**config.mk**
```make
export PLATFORM = sky130hd
export DESIGN_NAME = wptr_level_handler
export DESIGN_NICKNAME = d
export VERILOG_FILES = /design/src/rtl/wptr_level_handler.sv
export SDC_FILE = /design/constraint.sdc
export NUM_CORES = 1
export LEC_CHECK = 0
export CAP_MARGIN = 20
export CORE_ASPECT_RATIO = 0.8
export CORE_MARGIN = 5
export CORE_UTILIZATION = 38
export CTS_BUF_LIST = sky130_fd_sc_hd__clkbuf_8
export DETAILED_ROUTE_END_ITERATION = 8
export PLACE_DENSITY = 0.7
export SYNTH_ARGS = -nofsm -noshare
export SYNTH_HDL_FRONTEND = slang
export SYNTH_SLANG_ARGS = --single-unit
```
**constraint.sdc**
```tcl
create_clock -name clk -period 2.9 [get_ports clk]
set_input_delay 0.435 -clock clk [delete_from_list [all_inputs] [get_ports clk]]
set_output_delay 0.435 -clock clk [all_outputs]
set_load 0.005 [all_outputs]
```
**src/rtl/wptr_level_handler.sv**
```systemverilog
// Write-domain pointer controller for an async FIFO.
// Keeps the binary write count and drives the Gray write pointer to the read side.
// It also produces the registered full, almost-full, level and sticky overflow flags
// from the synchronised read Gray pointer.
// Handshake: a write is accepted on a clock edge when winc=1 and wen=1 (wen = winc & ~full);
// when full, winc is ignored by the pointer and only sets the sticky overflow flag.
module wptr_level_handler #(
    parameter int ASIZE = 4
) (
    input  logic             clk,
    input  logic             wresetn,
    input  logic             winc,
    input  logic [ASIZE:0]   wq2rptr,
    input  logic [ASIZE:0]   af_thresh,
    input  logic             ovf_clr,
    output logic             wen,
    output logic [ASIZE-1:0] waddr,
    output logic [ASIZE:0]   wptr,
    output logic             full,
    output logic             almost_full,
    output logic [ASIZE:0]   wlevel,
    output logic             overflow
);

    logic [ASIZE:0]   wbin_q, wbin_d;
    logic [ASIZE:0]   wptr_q, wptr_d;
    logic [ASIZE-1:0] waddr_q, waddr_d;
    logic [ASIZE:0]   wlevel_q, wlevel_d;
    logic             full_q, full_d;
    logic             almost_full_q, almost_full_d;
    logic             overflow_q, overflow_d;

    logic [ASIZE:0]   rbin;
    logic [ASIZE:0]   wgray_next;
    logic [ASIZE:0]   rgray_wrapped;

    // A write only happens while the registered full flag is low.
    assign wen = winc & ~full_q;

    // Convert the synchronised read Gray pointer to binary (prefix XOR from the MSB down).
    always_comb begin
        rbin = '0;
        rbin[ASIZE] = wq2rptr[ASIZE];
        for (int i = ASIZE - 1; i >= 0; i--) begin
            rbin[i] = rbin[i+1] ^ wq2rptr[i];
        end
    end

    // Next-state computation for pointer, address, level and flags.
    always_comb begin
        wbin_d        = wbin_q + {{ASIZE{1'b0}}, wen};
        wgray_next    = wbin_d ^ (wbin_d >> 1);
        // Full when the write pointer is exactly one lap ahead of the read pointer:
        // in Gray code that is the read pointer with its top two bits inverted.
        rgray_wrapped = {~wq2rptr[ASIZE:ASIZE-1], wq2rptr[ASIZE-2:0]};
        wptr_d        = wgray_next;
        waddr_d       = wbin_d[ASIZE-1:0];
        full_d        = (wgray_next == rgray_wrapped);
        wlevel_d      = wbin_d - rbin;
        almost_full_d = (wlevel_d >= af_thresh);
        // Setting has priority over clearing so a same-cycle overflow is never lost.
        if (winc && full_q) begin
            overflow_d = 1'b1;
        end else if (ovf_clr) begin
            overflow_d = 1'b0;
        end else begin
            overflow_d = overflow_q;
        end
    end

    // State registers with asynchronous active-low reset.
    always_ff @(posedge clk or negedge wresetn) begin
        if (!wresetn) begin
            wbin_q        <= '0;
            wptr_q        <= '0;
            waddr_q       <= '0;
            wlevel_q      <= '0;
            full_q        <= 1'b0;
            almost_full_q <= 1'b0;
            overflow_q    <= 1'b0;
        end else begin
            wbin_q        <= wbin_d;
            wptr_q        <= wptr_d;
            waddr_q       <= waddr_d;
            wlevel_q      <= wlevel_d;
            full_q        <= full_d;
            almost_full_q <= almost_full_d;
            overflow_q    <= overflow_d;
        end
    end

    assign wptr        = wptr_q;
    assign waddr       = waddr_q;
    assign wlevel      = wlevel_q;
    assign full        = full_q;
    assign almost_full = almost_full_q;
    assign overflow    = overflow_q;

endmodule
```
Word-level counts from Yosys, hierarchy flattened
Cells that the tools add are included.

word-level totals
  register bits after elaboration = 22
  input port bits = 14
  output and inout port bits = 18

operators by class
  add/subtract/negate cells = 2
  magnitude comparators = 1
  eq/ne operators = 1
  muxes and demuxes = 2
  bitwise logic cells = 8
  reduce and logical (&&, ||, !) cells = 2

operators by type and width
  kind                               number
  adder 5 x 1 -> 5 bit               1
  equality test 5 bit                1
  greater-or-equal comparator 5 bit  1
  subtractor 5 bit                   1
  XOR 5 x 4 -> 5 bit                 1
  XOR 1 bit                          4
  2-to-1 mux 1 bit                   2
  NOT 2 bit                          1
  nonzero test 2 bit                 1
  bitwise AND 1 bit                  1
  logical AND 1 bit                  1
  NOT 1 bit                          1

Depth between registers and ports, before layout
Gate-level depths: netlist of the first run.

  depth in word-level cells = 6
  mapped depth = 12

Worst setup path after synthesis of the first run
OpenSTA, ideal clock, no wires.

  path type = input -> register
  start = input wq2rptr[4]
  end = register almost_full_q (netlist: almost_full)
  library setup time = 118 ps
  arrival = 2813 ps
  path slack = -31 ps
  cell stages on the path = 12
  buffers on the path = 0
  cells stage by stage = xnor2_1 > xor2_1 > xor2_1 > xnor2_1 > ha_1 > fa_1 > inv_1 > ha_1 > a21o_1 > a21o_1 > a21o_1 > a21o_1

between the ends
  word-level cells in the longest chain between the ends = 6

ends and longest elaborated chain
  element                              RTL line  source
  start, declared                      13        input logic [ASIZE:0] wq2rptr,
  XOR 1 bit * (3 in series)            45        rbin[i] = rbin[i+1] ^ wq2rptr[i];
  XOR 1 bit                            45
  subtractor 5 bit *                   59        wlevel_d = wbin_d - rbin;
  named net wlevel_d[1]                28        logic [ASIZE:0] wlevel_q, wlevel_d;
  greater-or-equal comparator 5 bit *  60        almost_full_d = (wlevel_d >= af_thresh);
  named net almost_full_d              30        logic almost_full_q, almost_full_d;
  end signal, assigned                 87        almost_full_q <= almost_full_d;
  end, declared                        30

The timed path passes the listed nets; every way through them passes the cells marked *.
A chain may end at the register's enable or synchronous reset.

Worst setup path in the final report of the first run
Same ends and word-level chain as after synthesis.

==> results of run 1 <==
-- worst min-delay path: cells and delay by family --
| kind | cells | cell delay [ps] |
|---|---|---|
| and+or+nand+nor | 1 | 50 |
| AOI/OAI and AO/OA | 1 | 60 |
| buffers and inverters | 1 | 100 |
-- final timing paths --
kind | start | end | cells past startpoint
setup / recovery | wq2rptr[4] | almost_full | 13
hold / removal | winc | overflow | 3
setup reg to reg | full | almost_full | 11
hold reg to reg | overflow | overflow | 2
max in group asynchronous | wresetn | wbin_q[3] | 1
min in group asynchronous | wresetn | wlevel[2] | 1
-- cell type report --
| cell class | count | area [µm²] |
|---|---|---|
| Multi-Input combinational cell | 63 | 693.2 |
| Tap cell | 38 | 47.55 |
| Clock inverter | 1 | 5.005 |
| Inverter | 14 | 52.55 |
| Timing Repair Buffer | 48 | 447.9 |
| Fill cell | 220 | 988.4 |
| Clock buffer | 3 | 41.29 |
| Sequential cell | 17 | 425.4 |
-- flip-flops by register name, indices dropped and copies added, names as in the netlist --
register / cells
full: 1
waddr: 3
wlevel: 5
wptr: 4
overflow: 1
wbin_q: 2
almost_full: 1
-- cell families (layout without fill, tap and decap cells) --
logic type      count (synthesis)  after routing
buf+inv                        17             66
fa+ha+maj                      12             12
xor+xnor                       22             22
flops                          17             17
simple gates                   16             16
compound gates                 13             13
-- metal layers --
metal	vias to the layer above	wire [µm]
met5	-	0
met4	0	29
met3	4	137
met2	26	1120
met1	381	957
li1	409	-
-- repair_timing --
item,in CTS,in global routing
setup endpoints to repair,1,1
pin swaps,6,15
resized for setup,13,21
setup buffers,2,2
-- power breakdown --
| group | total, mW | switching (mW) | internal [mW] | leakage (nW) |
|---|---|---|---|---|
| logic | 1.49 | 0.621 | 0.873 | 0.580 |
| registers | 0.481 | 0.108 | 0.373 | 0.204 |
| clock network | 0.181 | 0.0855 | 0.0955 | 0.0255 |
-- Yosys cell counts --
| cell type | number | area share, % |
|---|---|---|
| nand4_1 | 1 | 0.59 |
| xnor2_1 | 16 | 13 |
| dfrtp_1 | 17 | 40 |
| fa_1 | 1 | 1.9 |
| nand2_1 | 3 | 1.1 |
| nor4_2 | 1 | 1.2 |
| nand2b_1 | 2 | 1.2 |
| nor3b_1 | 1 | 0.71 |
| buf_4 | 1 | 0.71 |
| xor2_4 | 1 | 2.6 |
| nand3_1 | 1 | 0.48 |
| xor2_1 | 5 | 4.2 |
| a21oi_1 | 4 | 1.9 |
| nor3_1 | 1 | 0.48 |
| ha_1 | 11 | 13 |
| nor2_1 | 1 | 0.36 |
| clkbuf_2 | 1 | 0.48 |
| inv_1 | 12 | 4.3 |
| o21ai_0 | 1 | 0.48 |
| nand3b_1 | 1 | 0.71 |
| and4b_1 | 2 | 1.9 |
| nor2b_1 | 1 | 0.59 |
| buf_2 | 1 | 0.48 |
| a21boi_0 | 1 | 0.71 |
| and3_2 | 1 | 0.71 |
| inv_2 | 2 | 0.71 |
| o21ai_1 | 1 | 0.48 |
| a21o_1 | 6 | 4.3 |
-- through the flow --
stage	hold WS, ps	area (µm²)
floorplan	139.4	1060
global placement	490.5	1498
detailed placement	502.9	1498
CTS	539.0	1560
global route	481.6	1713
finish	435.8	1713
==> flow_metrics.py, run 1 <==
metrics = {
    "global_routing": {
        "grtUsageMet2_pct": 20.41,
        "antenna_found_initial": 0,
        "grt.met1_usage_pct": 16.56,
        "gr-max-usage-layer": "met2",
        "grt_max_degree": 18,
        "met3_usage_pct": 4.921,
        "grt-ovfl-total": 0,
        "grt_usage_pct": 12.97,
        "grt_pass1_vias": 862,
        "grt_first_pass_wirelength_um": 3843,
    },
    "cts": {
        "clkLatencyLatePin_ps": 260,
        "cts_buffers": 3,
        "clock_path_buffers": 2,
        "clock-sinks": 17,
        "cts_hold_buf": 0,
        "path_clk_slew_ps": 70,
        "htreeDepth": 1,
        "cts_tree": "built",
        "root_buffer": "clkbuf_8",
    },
    "timing": {
        "period_share_pct": 96.09,
        "max_freq_ghz": 0.3589,
        "setup-tns-final_ps": 0,
        "worst_pin_slew_ps": 752.5,
        "min_period_ps": 2787,
        "relSlewSlack_pct": 49.68,
        "slew_viol_final": 0,
        "fin_ws_ps": 113.4,
        "finClkSkew_ps": 2.768,
        "setup-violations-final": 0,
        "hold_viol": 0,
    },
    "place": {
        "gp_congestion": 0.7900,
        "place_hpwl_um": 1713,
        "dpl.cell_count": 176,
        "pre_cts_slack_ps": -627.0,
        "io_buffer_count": 31,
    },
    "hold_path": {
        "min_path_type": "in -> reg",
    },
    "setup_path": {
        "start_kind": "input port",
        "timing.critical_path.buf_inv": 2,
        "cpLargestDelayFamily": "adder cells",
        "r2r_slack_ps": 330,
        "crit_chain": "buf_6 > xnor2_4 > xor2_2 > xor2_2 > xnor2_2 > ha_4 > fa_1 > inv_1 > ha_1 > a21o_1 > a21o_1 > a21o_1 > a21o_1",
        "slowest_delay_ps": 520,
        "cpMostUsedCell": "a21o_1",
        "critPathSlowestCell": "fa_1",
        "cp_data_required_time_ps": 3050,
        "crit_type": "in -> reg",
        "arrival_ps": 2940,
        "end_kind": "flip-flop",
        "critPathMaxFanout": 2,
    },
    "yosys": {
        "syn_nets": 123,
        "synth-seq-cells": 17,
        "yosysWarnings": 0,
        "syn_avg_cell_area_um2": 10.85,
        "synth_compound_area_share_pct": 7.848,
        "synth_xor_xnor_area_share_pct": 20.10,
        "synth_mux_area_share_pct": 0,
        "yosys.area_share.adder_pct": 14.98,
        "syn-cell-area_um2": 1052,
        "synthDistinctLibCells": 28,
        "synth_cells": 97,
        "ys_seq_area_share_pct": 40.43,
        "synth_top_family_by_area": "XOR/XNOR gates",
        "yosys.area_share.simple_pct": 9.988,
    },
    "floorplanning": {
        "die_w_um": 68.84,
        "pin_count": 32,
        "std_cell_rows": 17,
        "initial_core_util_pct": 38.95,
        "design.core.area_um2": 2701,
        "die_area_um2": 3928,
        "die_h_um": 57.07,
    },
    "drt": {
        "drc": 0,
        "ant_nets": 0,
        "drt-pass1-iter-count": 4,
        "routed_via_density": 4.457,
        "wl_um": 2244,
        "drt-initial-drc-count": 20,
        "wl_per_cell_um": 12.20,
        "num_vias": 820,
    },
    "power_and_ir_drop": {
        "p_leak_nw": 0.8089,
        "p_total_mw": 2.155,
        "ir_drop_mv": 0.6633,
        "power_density_nw_per_um2": 1258,
    },
    "run": {
        "cap_violations": 0,
    },
    "finish": {
        "final_common_cell": "clkdlybuf4s50_1",
        "area_growth_pct": 62.78,
        "stdcell_count": 184,
        "nets": 173,
        "utilization_pct": 63.41,
        "drive_gt1_share_pct": 29.45,
        "n_antenna_cell": 0,
        "layout_common_cells": "clkdlybuf4s50_1 (26), dfrtp_1 (17), buf_4 (16), inv_1 (12), xnor2_1 (11)",
    },
    "run_status": {
        "outcome": "finished, final reports clean",
    },
}
(Power assumes the default switching activity.)
==> inputs of run 2 (changes only) <==
- CORE_ASPECT_RATIO: 0.8 -> default
- SKIP_LAST_GASP: default -> 1
==> flow_metrics.py, run 2 (same netlist as run 1, synthesis figures left out) <==
metrics = {
    "run_status": {
        "outcome": "finished, final reports clean",
    },
    "timing": {
        "relSlewSlack_pct": 47.18,
        "max_freq_ghz": 0.3606,
        "period_share_pct": 95.62,
        "hold_viol": 0,
        "setup-violations-final": 0,
        "slew_viol_final": 0,
        "rsz0062_at_grt": "no",
        "finClkSkew_ps": 2.335,
        "min_period_ps": 2773,
        "fin_ws_ps": 127.0,
        "worst_pin_slew_ps": 789.9,
    },
    "hold_path": {
        "min_path_type": "reg -> reg",
        "min_to": "overflow",
        "holdPathStages": 2,
        "holdCritStartpoint": "overflow",
    },
    "global_routing": {
        "grt-ovfl-total": 0,
        "grt_max_degree": 18,
        "antenna_found_initial": 0,
        "grt_usage_pct": 11.99,
        "grt_pass1_vias": 844,
        "grt_first_pass_wirelength_um": 3836,
    },
    "finish": {
        "layout_common_cells": "clkdlybuf4s50_1 (27), dfrtp_1 (17), xnor2_1 (15), buf_4 (14), inv_1 (12)",
        "multi_input_area_um2": 613.1,
        "stdcell_count": 174,
        "num-fill-cells": 247,
        "n_antenna_cell": 0,
        "area_growth_pct": 50.65,
        "largest_register_ffs": 5,
        "nets": 170,
        "seqCellArea_um2": 425.4,
        "fin_area_um2": 1585,
        "final_common_cell": "clkdlybuf4s50_1",
        "drive_gt1_share_pct": 21.68,
    },
    "setup_path": {
        "rr_startpoint": "full",
        "crit_chain": "clkdlybuf4s50_1 > xor2_2 > xnor2_1 > ha_2 > fa_1 > inv_1 > ha_1 > a21o_1 > a21o_1 > a21o_1 > a21o_1",
        "critPathMaxFanout": 2,
        "regToRegEndpoint": "almost_full",
        "arrival_ps": 2920,
        "slowest_delay_ps": 560,
        "cp_data_required_time_ps": 3040,
        "crit_type": "in -> reg",
        "r2r_slack_ps": 320,
        "cpMostUsedCell": "a21o_1",
        "critPathSlowestCell": "clkdlybuf4s50_1",
        "start_kind": "input port",
        "r2r.worst_path.cells": 11,
        "end_kind": "flip-flop",
    },
    "cts": {
        "htreeDepth": 1,
        "cts_tree": "built",
        "root_buffer": "clkbuf_8",
        "cts_hold_buf": 0,
        "cts_buffers": 3,
        "clock_path_buffers": 2,
        "clock-sinks": 17,
        "path_clk_slew_ps": 70,
        "clkLatencyLatePin_ps": 250,
    },
    "floorplanning": {
        "die_w_um": 62.62,
        "design.core.area_um2": 2710,
        "std_cell_rows": 19,
        "die_area_um2": 3921,
        "initial_core_util_pct": 38.83,
        "pin_count": 32,
        "die_h_um": 62.62,
    },
    "power_and_ir_drop": {
        "ir_drop_mv": 0.7335,
        "power_density_nw_per_um2": 1253,
        "p_leak_nw": 0.7459,
    },
    "drt": {
        "wl_um": 2168,
        "drc": 0,
        "wl_per_cell_um": 12.46,
        "drt-pass1-iter-count": 4,
        "ant_nets": 0,
        "drt-initial-drc-count": 12,
        "num_vias": 804,
        "routed_via_density": 4.621,
    },
    "place": {
        "gp_congestion": 0.7986,
        "dpl.cell_count": 168,
        "io_buffer_count": 31,
        "pre_cts_slack_ps": -660.1,
        "place_hpwl_um": 1785,
        "place_area_um2": 1481,
    },
    "run": {
        "cap_violations": 0,
    },
}
==> run 2: layer usage <==
layer  GRT usage (%)  vias to the layer above  wire length [µm]
met5               0                        -                 0
met1           13.68                      380               921
li1                -                      401                 -
met2           21.63                       21              1109
met4           3.979                        0                27
met3           2.878                        2               109
==> run 2: worst max-delay path, delay by kind of cell <==
| family | cells | cell delay, ps |
|---|---|---|
| fa+ha+maj | 3 | 990 |
| buf+inv | 2 | 610 |
| compound gates | 4 | 610 |
| xor+xnor | 2 | 280 |
==> run 2: repair_timing <==
action / 4_1_cts / 5_1_grt
endpoints found under the setup margin: 1 / 1
endpoints found under the hold margin: 0 / 0
setup buffers: 2 / 0
resized for setup: 17 / 3
pin swaps: 7 / 11
==> run 2: how the worst max path moves through the flow <==
stage	slack, ps	end	from
2_1_floorplan	20	almost_full	wq2rptr[4]
4_1_cts	30	almost_full	wq2rptr[3]
5_1_grt	10	almost_full	wq2rptr[1]
6_report	130	almost_full	wq2rptr[1]
3_3_place_gp	-500	almost_full	wq2rptr[4]
3_5_place_dp	-660	almost_full	wq2rptr[4]
==> run 2: power by group <==
part	switching (mW)	internal, mW	leakage, nW	total, mW
Combinational	0.558	0.776	0.517	1.33
Clock	0.0788	0.0951	0.0255	0.174
Sequential	0.105	0.373	0.204	0.478
Total	0.742	1.24	0.746	1.99
==> run 2: layout make-up <==
class	count	share of cell area [%]
clock buffers	3	2.605
repair buffers	45	25.81
multi-input cells	63	38.67
clock inverters	1	0.3157
flip-flops and latches	17	26.84
well taps	31	2.447
inverters	14	3.315
==> run 2: metrics by stage <==
stage          hold slack [ps]  util, %  setup TNS, ps  total power [mW]
5_1_grt                  563.1    58.49              0             2.191
6_report                 534.6    58.49              0             1.987
4_1_cts                  540.6    57.85              0             2.018
3_5_place_dp             512.7    54.66         -704.0             1.779
2_1_floorplan            139.4        -              0             1.276
3_3_place_gp             488.7    54.66         -501.0             1.728
==> inputs of run 3 (changes only) <==
- CTS_CLUSTER_DIAMETER: default -> 30
- HOLD_SLACK_MARGIN: default -> 0.12
==> results of run 3 <==
Final layout, timing and power as in run 2 (identical DEF).
